--- config.mk ---
export PLATFORM = sky130hd
export DESIGN_NAME = multi_strike_detector
export DESIGN_NICKNAME = d
export VERILOG_FILES = /design/src/rtl/strike_pkg.sv /design/src/rtl/strike_channel.sv /design/src/rtl/multi_strike_detector.sv
export SDC_FILE = /design/constraint.sdc
export NUM_CORES = 1
export LEC_CHECK = 0
export ABC_AREA = 1
export ABC_CLOCK_PERIOD_IN_PS = 3390
export BUFFER_PORTS_ARGS = -buffer_cell sky130_fd_sc_hd__clkbuf_2
export CAP_MARGIN = 20
export CORE_MARGIN = 8
export CORE_UTILIZATION = 55
export DETAILED_ROUTE_END_ITERATION = 6
export PLACE_DENSITY_LB_ADDON = 0.1
export SLEW_MARGIN = 10
export SYNTH_ARGS = -nofsm -noshare
export SYNTH_HDL_FRONTEND = slang
export SYNTH_HIERARCHICAL = 1
export SYNTH_SLANG_ARGS = --single-unit
--- constraint.sdc ---
create_clock -name clk -period 3.39 [get_ports clk]
set_input_delay 0 -clock clk [delete_from_list [all_inputs] [get_ports clk]]
set_output_delay 0 -clock clk [all_outputs]
set_load 0.01 [all_outputs]
--- src/rtl/strike_pkg.sv ---
// Shared types and default tuning for the multi-channel strike detector.
package strike_pkg;

  typedef enum logic [1:0] {IDLE, ARMED, REFRACT} strike_state_t;

  localparam int DEF_NUM_CH  = 4;
  localparam int DEF_DATA_W  = 16;
  localparam int DEF_THRESH  = -2500;
  localparam int DEF_HYST    = 500;
  localparam int DEF_REFRACT = 8;
  localparam int DEF_CH_W    = (DEF_NUM_CH > 1) ? $clog2(DEF_NUM_CH) : 1;

  typedef struct packed {
    logic [DEF_CH_W-1:0]   ch;
    logic [DEF_DATA_W-1:0] vel;
  } strike_evt_t;

endpackage

--- src/rtl/strike_channel.sv ---
// One sensor channel: arm/peak/release FSM, refractory counter and a
// single-entry pending slot for the completed strike.
module strike_channel
  import strike_pkg::*;
#(
  parameter int DATA_W  = DEF_DATA_W,
  parameter int THRESH  = DEF_THRESH,
  parameter int HYST    = DEF_HYST,
  parameter int REFRACT = DEF_REFRACT
) (
  input  logic                     clk,
  input  logic                     rst,
  input  logic                     valid_i,
  input  logic                     enable_i,
  input  logic                     accept_i,
  input  logic signed [DATA_W-1:0] sample_i,
  output logic                     pend_o,
  output logic [DATA_W-1:0]        vel_o,
  output logic                     armed_o,
  output logic                     drop_o
);

  localparam int CNT_W = (REFRACT > 0) ? $clog2(REFRACT + 1) : 1;
  localparam logic signed [DATA_W:0] THR_X = (DATA_W+1)'(THRESH);
  localparam logic signed [DATA_W:0] REL_X = THR_X + (DATA_W+1)'(HYST);

  // -peak needs one extra bit so the most negative sample maps to 2^(DATA_W-1)
  function automatic logic [DATA_W-1:0] magnitude(input logic signed [DATA_W-1:0] p);
    logic signed [DATA_W:0] neg;
    neg = -$signed({p[DATA_W-1], p});
    return neg[DATA_W-1:0];
  endfunction

  strike_state_t             state_q, state_d;
  logic signed [DATA_W-1:0]  peak_q, peak_d;
  logic [CNT_W-1:0]          cnt_q, cnt_d;
  logic                      pend_q, pend_d;
  logic [DATA_W-1:0]         vel_q, vel_d;
  logic                      post;
  logic                      drop;
  logic [DATA_W-1:0]         vel_new;
  logic signed [DATA_W:0]    sample_x;
  logic signed [DATA_W-1:0]  pmin;

  assign sample_x = {sample_i[DATA_W-1], sample_i};
  assign pmin     = (sample_i < peak_q) ? sample_i : peak_q;

  always_comb begin
    state_d = state_q;
    peak_d  = peak_q;
    cnt_d   = cnt_q;
    post    = 1'b0;
    vel_new = magnitude(pmin);
    if (!enable_i) begin
      state_d = IDLE;
      peak_d  = '0;
      cnt_d   = '0;
    end else if (valid_i) begin
      unique case (state_q)
        IDLE: begin
          if (sample_x < THR_X) begin
            state_d = ARMED;
            peak_d  = sample_i;
          end
        end
        ARMED: begin
          peak_d = pmin;
          if (sample_x >= REL_X) begin
            post = 1'b1;
            if (REFRACT == 0) begin
              state_d = IDLE;
            end else begin
              state_d = strike_pkg::REFRACT;
              cnt_d   = CNT_W'(REFRACT);
            end
          end
        end
        strike_pkg::REFRACT: begin
          // The sample that ends the window is consumed here, never armed on
          if (cnt_q == CNT_W'(1)) begin
            state_d = IDLE;
            cnt_d   = '0;
          end else begin
            cnt_d = cnt_q - CNT_W'(1);
          end
        end
        default: state_d = IDLE;
      endcase
    end
  end

  always_comb begin
    pend_d = pend_q;
    vel_d  = vel_q;
    drop   = 1'b0;
    if (accept_i) pend_d = 1'b0;
    // An accept in the same cycle frees the slot for the new event
    if (post) begin
      if (pend_q && !accept_i) begin
        drop = 1'b1;
      end else begin
        pend_d = 1'b1;
        vel_d  = vel_new;
      end
    end
  end

  always_ff @(posedge clk) begin
    if (rst) begin
      state_q <= IDLE;
      peak_q  <= '0;
      cnt_q   <= '0;
      pend_q  <= 1'b0;
      vel_q   <= '0;
    end else begin
      state_q <= state_d;
      peak_q  <= peak_d;
      cnt_q   <= cnt_d;
      pend_q  <= pend_d;
      vel_q   <= vel_d;
    end
  end

  assign pend_o  = pend_q;
  assign vel_o   = vel_q;
  assign armed_o = (state_q == ARMED);
  assign drop_o  = drop;

endmodule

--- src/rtl/multi_strike_detector.sv ---
// Multi-channel strike detector: per-channel detectors feeding a
// lowest-index-first valid/ready event port.
module multi_strike_detector
  import strike_pkg::*;
#(
  parameter int NUM_CH  = DEF_NUM_CH,
  parameter int DATA_W  = DEF_DATA_W,
  parameter int THRESH  = DEF_THRESH,
  parameter int HYST    = DEF_HYST,
  parameter int REFRACT = DEF_REFRACT,
  parameter int CH_W    = (NUM_CH > 1) ? $clog2(NUM_CH) : 1
) (
  input  logic                     clk,
  input  logic                     rst,
  input  logic                     valid_in,
  input  logic [NUM_CH*DATA_W-1:0] samples,
  input  logic [NUM_CH-1:0]        ch_enable,
  output logic                     strike_valid,
  input  logic                     strike_ready,
  output logic [CH_W-1:0]          strike_ch,
  output logic [DATA_W-1:0]        strike_vel,
  output logic [NUM_CH-1:0]        armed,
  output logic [NUM_CH-1:0]        overflow
);

  logic [NUM_CH-1:0] pend_w;
  logic [NUM_CH-1:0] drop_w;
  logic [NUM_CH-1:0] grant;
  logic [NUM_CH-1:0] accept;
  logic [DATA_W-1:0] vel_w [NUM_CH];
  logic [CH_W-1:0]   sel_ch;
  logic [NUM_CH-1:0] overflow_q, overflow_d;

  for (genvar g = 0; g < NUM_CH; g++) begin : g_ch
    strike_channel #(
      .DATA_W  (DATA_W),
      .THRESH  (THRESH),
      .HYST    (HYST),
      .REFRACT (REFRACT)
    ) u_ch (
      .clk      (clk),
      .rst      (rst),
      .valid_i  (valid_in),
      .enable_i (ch_enable[g]),
      .accept_i (accept[g]),
      .sample_i (samples[g*DATA_W +: DATA_W]),
      .pend_o   (pend_w[g]),
      .vel_o    (vel_w[g]),
      .armed_o  (armed[g]),
      .drop_o   (drop_w[g])
    );
  end

  // Scan high to low so the lowest pending index wins
  always_comb begin
    sel_ch = '0;
    grant  = '0;
    for (int i = NUM_CH - 1; i >= 0; i--) begin
      if (pend_w[i]) begin
        sel_ch   = CH_W'(i);
        grant    = '0;
        grant[i] = 1'b1;
      end
    end
  end

  assign accept       = grant & {NUM_CH{strike_ready}};
  assign strike_valid = |pend_w;
  assign strike_ch    = sel_ch;
  assign strike_vel   = strike_valid ? vel_w[sel_ch] : '0;

  assign overflow_d = overflow_q | drop_w;

  always_ff @(posedge clk) begin
    if (rst) overflow_q <= '0;
    else     overflow_q <= overflow_d;
  end

  assign overflow = overflow_q;

endmodule

==> impl_metrics.yaml <==
sta:
  max_slew.worst_pin.slew_ns: 0.8663
  finalSetupViolCount: 0
  timing.slew.headroom: 0.4218
  slew_viol_final: 0
  period_share: 0.8632
  fmaxAchievable_mhz: 341.7
  holdWs_ns: 0.07707
  clock_skew_ns: 0.01066
  post-route-min-period_ns: 2.926
  hold_violations: 0
  grt_setup_unrepaired: "no"
  fin_tns_setup_ns: 0
setup_path:
  path_buf_inv: 4
  cp-end-kind: "flip-flop"
  path_max_fanout: 21
  crit_top_cell: "nand3_1"
  cp_cell_sequence: "inv_1 -> ha_1 -> nand2_1 -> inv_1 -> nand3_1 -> nor3_1 -> nand2_2 -> nand3_4 -> buf_4 -> nand3_1 -> nand2_2 -> ha_1 -> nand3_2 -> nor2_2 -> nand3_1 -> nand2_1 -> nand3_1 -> nand2_1 -> inv_1"
  criticalPathCategory: "reg2reg"
  worstSetupStartpointType: "flip-flop"
  critPathMaxStageDelay_ns: 0.35
  required_ns: 3.72
  cp_top_family: "simple AND/OR/NAND/NOR gates"
  crit_path_top_delay_cell: "dfxtp_1"
  arrival_ns: 3.25
floorplanning:
  num_rows: 56
  start_util: 0.5610
  die_w_um: 171.0
  coreArea_mm2: 0.02354
  ios: 99
  die_h_um: 171.0
  die-area_mm2: 0.02923
cts:
  cts.clk_slew.worst_paths_ns: 0.07
  cts_root_buf: "clkbuf_16"
  cts.sinks: 160
  postCtsSetupBuffers: 0
  tritoncts: "built"
  cts-htree-levels: 4
  clock_path_buffers: 2
  cts_buffers: 17
  insertion_delay_ns: 0.43
  cts_resized: 0
drt:
  drc_errors: 0
  ant_nets: 0
  drt_iter0_drc: 1085
  via_per_inst: 5.422
  avgRoutedWirePerCell_um: 14.26
  wirelength_um: 35970
  dr.pass1.iters: 6
  num_vias: 13670
placed_design:
  routabilityCongestion: 0.9198
  dp_hpwl_um: 26600
  io_buffers: 98
synth:
  synth_compound_area_frac: 0.1714
  ys_ff_latch: 160
  synth-edff-count: 0
  synth_fa_ha_area_frac: 0.06821
  yosys.area.top_type_share: 0.2425
  avgSynthCellArea_um2: 6.386
  synthMuxAreaShare: 0
  synth_commonest_cells: "462 x nand2_1, 340 x inv_1, 254 x nand3_1, 160 x dfxtp_1, 123 x a21oi_1"
  synth_top_family_by_area: "simple AND/OR/NAND/NOR gates"
  async_reset_ff_frac: 0
  synth-warning-count: 6
  synthSimpleGateAreaFrac: 0.3672
  syn_area_mm2: 0.01321
  synth_nets: 2212
  syn_inst: 2068
  yosysSeqAreaShare: 0.2425
  synth.distinct_cells: 44
  synth_xor_area_frac: 0.01061
  synthTopCellsByArea: "dfxtp_1 24%, nand2_1 13%, inv_1 9.7%, nand3_1 9.6%, ha_1 6.8%"
  synth_most_common_cell: "nand2_1"
  synth_ff_type: "dfxtp_1"
  synth_top_area_cell: "dfxtp_1"
final_layout:
  drive_gt1_frac: 0.1353
  syn_to_final_growth_pct: 13.30
  multi_input_comb_area_mm2: 0.008165
  antennaDiodeCount: 0
  regArea_mm2: 0.003203
  fillers: 2276
  nNetsFinal: 2334
grt:
  grt_max_degree: 35
  use_met1: 0.3196
  grt_pass1_wl_um: 59760
  antenna_found_initial: 0
  grt_overflow_total: 0
  met2_usage: 0.4108
  use_met3: 0.05047
  first_global_vias: 12760
  top_usage_layer: "met2"
  grt_usage: 0.2459
power:
  power_density_mw_per_mm2: 369.7
  leakage_nw: 7.174
  peakVddDrop_mv: 0.3021
flow_run:
  cap_viol_max_count: 0
worst_hold_path:
  min_path_type: "in2reg"
outcome:
  status: "complete, no violations"
==> sequential cells by signal (all words and copies together), names as in the netlist <==
register	flops
g_ch.u_ch/cnt_q	16
g_ch.u_ch/pend_o	4
g_ch.u_ch/peak_q	64
g_ch.u_ch/state_q	8
overflow	4
g_ch.u_ch/vel_o	64
==> timing repair <==
action	in CTS	in global routing
hold endpoints to repair	75	0
hold buffers	68	0
setup endpoints to repair	0	0
==> per-layer routing <==
| layer | part of all wire | up-vias |
|---|---|---|
| met2 | 0.46 | 391 |
| met4 | 0.015 | 0 |
| met5 | 0 | - |
| met3 | 0.069 | 41 |
| li1 | - | 7001 |
| met1 | 0.46 | 6241 |
==> power breakdown <==
part           total (mW)  internal, mW  switching, mW
combinational        1.67         0.557           1.11
sequential           1.95          1.92         0.0288
clock                1.91          1.03          0.874
==> cell families (layout without fill, tap and decap cells) <==
kind of cell,count (synthesis),after routing
XOR/XNOR,16,16
AO/OA/AOI/OAI,385,385
flip-flops,160,160
AND/OR/NAND/NOR,1003,1003
buffers and inverters,432,567
adder cells (fa/ha/maj),72,72
==> cell type report <==
type | count | share of cell area
inverters | 353 | 0.08889
flip-flops and latches | 160 | 0.2141
clock buffers | 17 | 0.02843
repair buffers | 182 | 0.08629
well taps | 319 | 0.02667
clock inverters | 15 | 0.009951
multi-input cells | 1476 | 0.5457
==> worst reg2reg max path, cell delays in order (launching register included) <==
cell and delay (ns):
dfxtp_1 0.35, inv_1 0.05, ha_1 0.29, nand2_1 0.05, inv_1 0.06, nand3_1 0.09
nor3_1 0.20, nand2_2 0.14, nand3_4 0.14, buf_4 0.27, nand3_1 0.13, nand2_2 0.13
ha_1 0.20, nand3_2 0.12, nor2_2 0.18, nand3_1 0.14, nand2_1 0.09, nand3_1 0.09
nand2_1 0.08, inv_1 0.04
==> through the flow <==
| stage | instances | instance area (um^2) | utilization | total power, mW | setup slack, ns |
|---|---|---|---|---|---|
| after global routing | 2522 | 14960 | 0.6356 | 5.854 | 0.1550 |
| after CTS | 2522 | 14960 | 0.6356 | 5.549 | 0.4830 |
| after global placement | 2422 | 13710 | 0.5823 | 3.552 | 0.5888 |
| final | 2522 | 14960 | 0.6356 | 5.531 | 0.4637 |
| after detailed placement | 2422 | 13710 | 0.5823 | 3.577 | 0.5375 |
| after floorplan | 2068 | 13210 | - | 3.254 | 0.8867 |
==> placed cells by master, fill, tap and decap left out, drive strengths merged <==
cell           n
o22ai         53
clkbuf       115
dfxtp        160
o21bai        11
nor2         140
o2111ai        3
o221ai         1
dlygate4sd3   68
clkinvlp       2
a21o           8
a31oi          8
o21ai        114
nor3          28
xor2          16
o31ai          4
a211oi         7
and3           4
clkinv         5
nand3b         4
nand4         21
inv          360
buf           16
a21oi        128
nand2        533
o211ai        11
or2            3
o21a          36
ha            72
a221oi         1
bufinv         1
nand3        270
==> final timing paths <==
kind                                             start                                  end  slack [ns]  cells after the start
setup / recovery  g_ch[2].u_ch/peak_q[15]$_SDFFE_PP0P_  g_ch[2].u_ch/vel_o[14]$_SDFFE_PP0P_        0.46                     19
hold / removal                            strike_ready       g_ch[0].u_ch/pend_o$_SDFF_PP0_        0.08                      6
setup reg to reg  g_ch[2].u_ch/peak_q[15]$_SDFFE_PP0P_  g_ch[2].u_ch/vel_o[14]$_SDFFE_PP0P_        0.46                     19
hold reg to reg                 overflow[3]$_SDFF_PP0_               overflow[3]$_SDFF_PP0_        0.47                      2
Note: power is estimated with default switching activity, not from simulation.
